--- src/rtl/multi_cycle_adder.sv ---
`timescale 1ns/1ps
// multi_cycle_adder: adds two WIDTH-bit operands CHUNK bits per clock,
// rippling the carry through a register between chunks.
//
// Ports:
//   clk, rst_n            clock, synchronous active-low reset
//   in_valid / in_ready   operand handshake (A, B, Cin; Sub when enabled)
//   out_valid / out_ready result handshake (F, Carry)
//   busy                  high while chunks are being added
//
// Optional feature: define MULTI_CYCLE_ADDER_SUB_EN to add input Sub,
// which selects A + ~B + 1 (Carry then means no-borrow).
module multi_cycle_adder #(
    parameter int WIDTH = 16,
    parameter int CHUNK = 4
) (
    input  logic             clk,
    input  logic             rst_n,
    input  logic             in_valid,
    output logic             in_ready,
    input  logic [WIDTH-1:0] A,
    input  logic [WIDTH-1:0] B,
    input  logic             Cin,
`ifdef MULTI_CYCLE_ADDER_SUB_EN
    input  logic             Sub,
`endif
    output logic             out_valid,
    input  logic             out_ready,
    output logic [WIDTH-1:0] F,
    output logic             Carry,
    output logic             busy
);

    localparam int N  = WIDTH / CHUNK;
    localparam int KW = (N > 1) ? $clog2(N) : 1;
    localparam logic [KW-1:0] K_LAST = KW'(N - 1);

    typedef enum logic [1:0] {
        S_IDLE,
        S_ADD,
        S_DONE
    } state_t;

    state_t           r_state;
    state_t           w_next;
    logic             w_accept;
    logic             w_last;

    logic [WIDTH-1:0] r_a;
    logic [WIDTH-1:0] r_b;
    logic             r_cy;
    logic [KW-1:0]    r_k;
    logic [WIDTH-1:0] r_f;
    logic             r_carry;

    logic [CHUNK-1:0] w_a_chunk;
    logic [CHUNK-1:0] w_b_chunk;
    logic [CHUNK:0]   w_sum;
    logic [WIDTH-1:0] w_b_in;
    logic             w_cy_in;

    // State register
    always_ff @(posedge clk) begin
        if (!rst_n) begin
            r_state <= S_IDLE;
        end else begin
            r_state <= w_next;
        end
    end

    // Next state and handshake outputs
    always_comb begin
        w_next    = r_state;
        w_accept  = 1'b0;
        in_ready  = 1'b0;
        busy      = 1'b0;
        out_valid = 1'b0;
        unique case (r_state)
            S_IDLE: begin
                in_ready = 1'b1;
                if (in_valid) begin
                    w_accept = 1'b1;
                    w_next   = S_ADD;
                end
            end
            S_ADD: begin
                busy = 1'b1;
                if (w_last) begin
                    w_next = S_DONE;
                end
            end
            S_DONE: begin
                out_valid = 1'b1;
                if (out_ready) begin
                    w_next = S_IDLE;
                end
            end
            default: w_next = S_IDLE;
        endcase
    end

    // Subtraction is folded into capture: store ~B and force carry-in.
`ifdef MULTI_CYCLE_ADDER_SUB_EN
    assign w_b_in  = Sub ? ~B : B;
    assign w_cy_in = Sub ? 1'b1 : Cin;
`else
    assign w_b_in  = B;
    assign w_cy_in = Cin;
`endif

    assign w_last    = (r_k == K_LAST);
    assign w_a_chunk = r_a[int'(r_k)*CHUNK +: CHUNK];
    assign w_b_chunk = r_b[int'(r_k)*CHUNK +: CHUNK];
    assign w_sum     = {1'b0, w_a_chunk}
                     + {1'b0, w_b_chunk}
                     + {{CHUNK{1'b0}}, r_cy};

    // Datapath: capture operands, then one chunk per ADD cycle
    always_ff @(posedge clk) begin
        if (!rst_n) begin
            r_a     <= '0;
            r_b     <= '0;
            r_cy    <= 1'b0;
            r_k     <= '0;
            r_f     <= '0;
            r_carry <= 1'b0;
        end else if (w_accept) begin
            r_a     <= A;
            r_b     <= w_b_in;
            r_cy    <= w_cy_in;
            r_k     <= '0;
            r_f     <= '0;
            r_carry <= 1'b0;
        end else if (r_state == S_ADD) begin
            r_f[int'(r_k)*CHUNK +: CHUNK] <= w_sum[CHUNK-1:0];
            r_cy <= w_sum[CHUNK];
            r_k  <= r_k + 1'b1;
            if (w_last) begin
                r_carry <= w_sum[CHUNK];
            end
        end
    end

    assign F     = r_f;
    assign Carry = r_carry;

endmodule

--- config.mk ---
export PLATFORM = sky130hd
export DESIGN_NAME = multi_cycle_adder
export DESIGN_NICKNAME = d
export VERILOG_FILES = /design/src/rtl/multi_cycle_adder.sv
export SDC_FILE = /design/constraint.sdc
export NUM_CORES = 1
export LEC_CHECK = 0
export BUFFER_PORTS_ARGS = -buffer_cell sky130_fd_sc_hd__buf_2
export CAP_MARGIN = 10
export CORE_MARGIN = 3
export CORE_UTILIZATION = 40
export DETAILED_ROUTE_END_ITERATION = 12
export MAX_ROUTING_LAYER = met4
export PLACE_DENSITY = 0.74
export SYNTH_ARGS = -nofsm -noshare
export SYNTH_HDL_FRONTEND = slang
export SYNTH_SLANG_ARGS = --single-unit
--- constraint.sdc ---
create_clock -name clk -period 2.2 [get_ports clk]
set_input_delay 0.55 -clock clk [delete_from_list [all_inputs] [get_ports clk]]
set_output_delay 0.55 -clock clk [all_outputs]
set_load 0.02 [all_outputs]
==> impl_metrics.toml <==
[global_route]
grt_use_total_pct = 16.08
grt_overflow = 0
grt_pass1_vias = 2029
antenna_found_initial = 0
grt_max_degree = 35
grt_pass1_wl_mm = 9.225

[timing]
relSlewSlack_pct = 74.88
rsz0062_at_grt = "yes"
finalCriticalPeriod_ps = 2268
finalMaxSlewViolations = 0
clock.fmax_ghz = 0.4409
finalHoldWorstSlack_ps = 459.9
skew_ps = 8.849
worst_slack_ps = -67.95
worst_slew_pin_slew_ps = 375.5
fin_crit_sh_pct = 103.1
hold_violations = 0
setup_viol = 10

[drt]
drt-initial-drc-count = 92
totalWireLength_mm = 5.614
postRouteAntennaNets = 0
drc = 0
wl_per_cell_um = 14.00
drt-pass1-iter-count = 4
vias = 2003
via_per_inst = 4.995

[yosys]
yosysMostFrequentCell = "nand2_1"
synthFlopType = "dfxtp_1"
synth-edff-count = 0
yosysTopAreaCell = "dfxtp_1"
synth.area.top_cells = "dfxtp_1 (42%), nand2_1 (8.8%), mux4_2 (7.1%)"
synthArstFlopShare_pct = 0
synth_area_um2 = 2552
avgSynthCellArea_um2 = 9.668
ys_warn_count = 0
ys_seq_elements = 54
yosys.area.top_type_share_pct = 42.35
synth.distinct_cells = 39
mappedNetlistNets = 312
synthCells = 264
ys_top_cells_by_count = "nand2_1 (60), dfxtp_1 (54), a21boi_1 (22)"
ys_seq_area_share_pct = 42.35

[worst_setup_path]
rr_worst_depth = 8
criticalPathCategory = "reg2reg"
crit_required_ps = 2440
critPathMaxFanout = 4
critPathLaunch = "r_k[0]"
arrival_ps = 2510
r2r-end = "F[5]"
reg2reg_from = "r_k[0]"
reg2reg_slack_ps = -70
cp-endpoint = "F[5]"
cp-end-kind = "flip-flop"
start_kind = "flip-flop"

[cells_and_area]
drive_gt1_share_pct = 38.65
fin_cells = 401
final_area_um2 = 3119
layout.nets = 373
fillers = 575
n_antenna_cell = 0
syn2layout_area_growth_pct = 22.21

[clock_network]
path_clk_slew_ps = 100
numCtsBuffers = 5
cts_tree = "done"
cts_sinks = 54
htree_levels = 2
clk_latency_ps = 310
root_buffer = "clkbuf_8"
cts-root-to-sink-buffers = 2
cts_hold_buf = 0

[floorplanning]
io_pins = 57
die_area_um2 = 7375
dieWidth_um = 85.88
rows = 28
start_util_pct = 42.11
core_area_um2 = 6061
die_h_um = 85.88

[power_and_ir_drop]
switching_share_pct = 27.34
seqPwrFrac_pct = 52.8
p_switching_uw = 540.9
internal_power_uw = 1437
power.density_nw_per_um2 = 634.2
power_frac_comb_pct = 17.3
irDropWorstVdd_uv = 366.7
clkPwrFrac_pct = 29.9
p_leak_uw = 0.001277

[worst_hold_path]
hp-class = "reg2reg"

[placed_design]
place_area_um2 = 2912
gp_congestion = 0.8564
portBuffers = 56
dp.cells = 388
post-dp-hpwl_mm = 4.067
preCtsSetupSlack_ps = -79.01

[outcome]
status = "finished, violations left"
violations = "setup timing"

[job]
cap_viol_max_count = 0
## registers in the layout, summed over array words and instances (netlist names)
register	flops
F	16
r_state	2
r_k	2
r_cy	1
Carry	1
r_b	16
r_a	16
## cells by family (layout without fill, tap and decap cells)
kind of cell	count (synthesis)	count (layout)	synth area share (%)
multiplexers	8	8	7.059
adder cells (fa/ha/maj)	11	11	5.981
XOR/XNOR	1	1	0.3432
AND/OR/NAND/NOR	108	108	20.64
AO/OA/AOI/OAI	59	59	18.68
buffers and inverters	23	85	4.951
flip-flops	54	54	42.35
## through the flow
| step | TNS (ps) | total power [µW] | utilization, % |
|---|---|---|---|
| 3_3_place_gp | -72.06 | 1372 | 48.04 |
| 3_5_place_dp | -479.2 | 1380 | 48.04 |
| 2_1_floorplan | -0.2405 | 1286 | - |
| 4_1_cts | -208.1 | 1983 | 51.01 |
| 6_report | -318.7 | 1978 | 51.47 |
| 5_1_grt | -1542 | 2072 | 51.47 |
## cell type report
type / instances / area (µm²) / area share, %
multi-input cells: 187 / 1406 / 45.09
flip-flops and latches: 54 / 1085 / 34.78
repair buffers: 69 / 402.9 / 12.92
well taps: 75 / 93.84 / 3.008
clock buffers: 6 / 82.58 / 2.647
inverters: 8 / 32.53 / 1.043
clock inverters: 2 / 16.27 / 0.5215
## worst min-delay path by stage
stage / cells after the start / from / end / slack [ps]
floorplan: 2 / r_a[10] / r_a[10] / 430
detailed placement: 2 / r_b[5] / r_b[5] / 450
global placement: 2 / r_b[2] / r_b[2] / 440
CTS: 3 / A[1] / r_a[1] / 460
global route: 3 / A[1] / r_a[1] / 460
finish: 2 / r_b[5] / r_b[5] / 460
## cells in the final DEF (no fill, tap or decap), types with 6 or more instances in the layout
cell type / n
nor2_1: 21
ha_1: 7
dfxtp_1: 53
nand2_2: 11
nand2_1: 60
buf_4: 11
buf_2: 56
a21boi_1: 22
a21boi_2: 10
clkbuf_8: 6
a22oi_1: 13
mux4_2: 8
## worst max-delay path: stages, from the launching register on
cell and delay [ps]:
dfxtp_4 380, buf_12 110, mux4_2 510, fa_2 400, inv_2 80, fa_2 450, inv_4 90, a22oi_1 80
nor2_1 110
## per-layer routing
layer	GRT usage (%)	up-vias	routed length [µm]
met1	20.04	924	2611
met3	3.074	7	246
li1	-	1024	-
met2	26.70	48	2681
met4	4.317	0	76
met5	-	-	0
## repair_timing
item                                    4_1_cts  5_1_grt
endpoints found under the setup margin       14       14
setup buffers                                 5        0
gates resized for setup                       6        4
pin swaps                                     1        6
gates cloned                                  0        0
endpoints found under the hold margin         0        0
## power groups by stage
stage	Combinational, µW	Clock [µW]	Sequential [µW]
final	342	592	1040
after global routing	379	643	1050
after CTS	337	603	1040
after detailed placement	308	0	1070
after global placement	302	0	1070
after floorplan	222	0	1060
(Power assumes the default switching activity.)
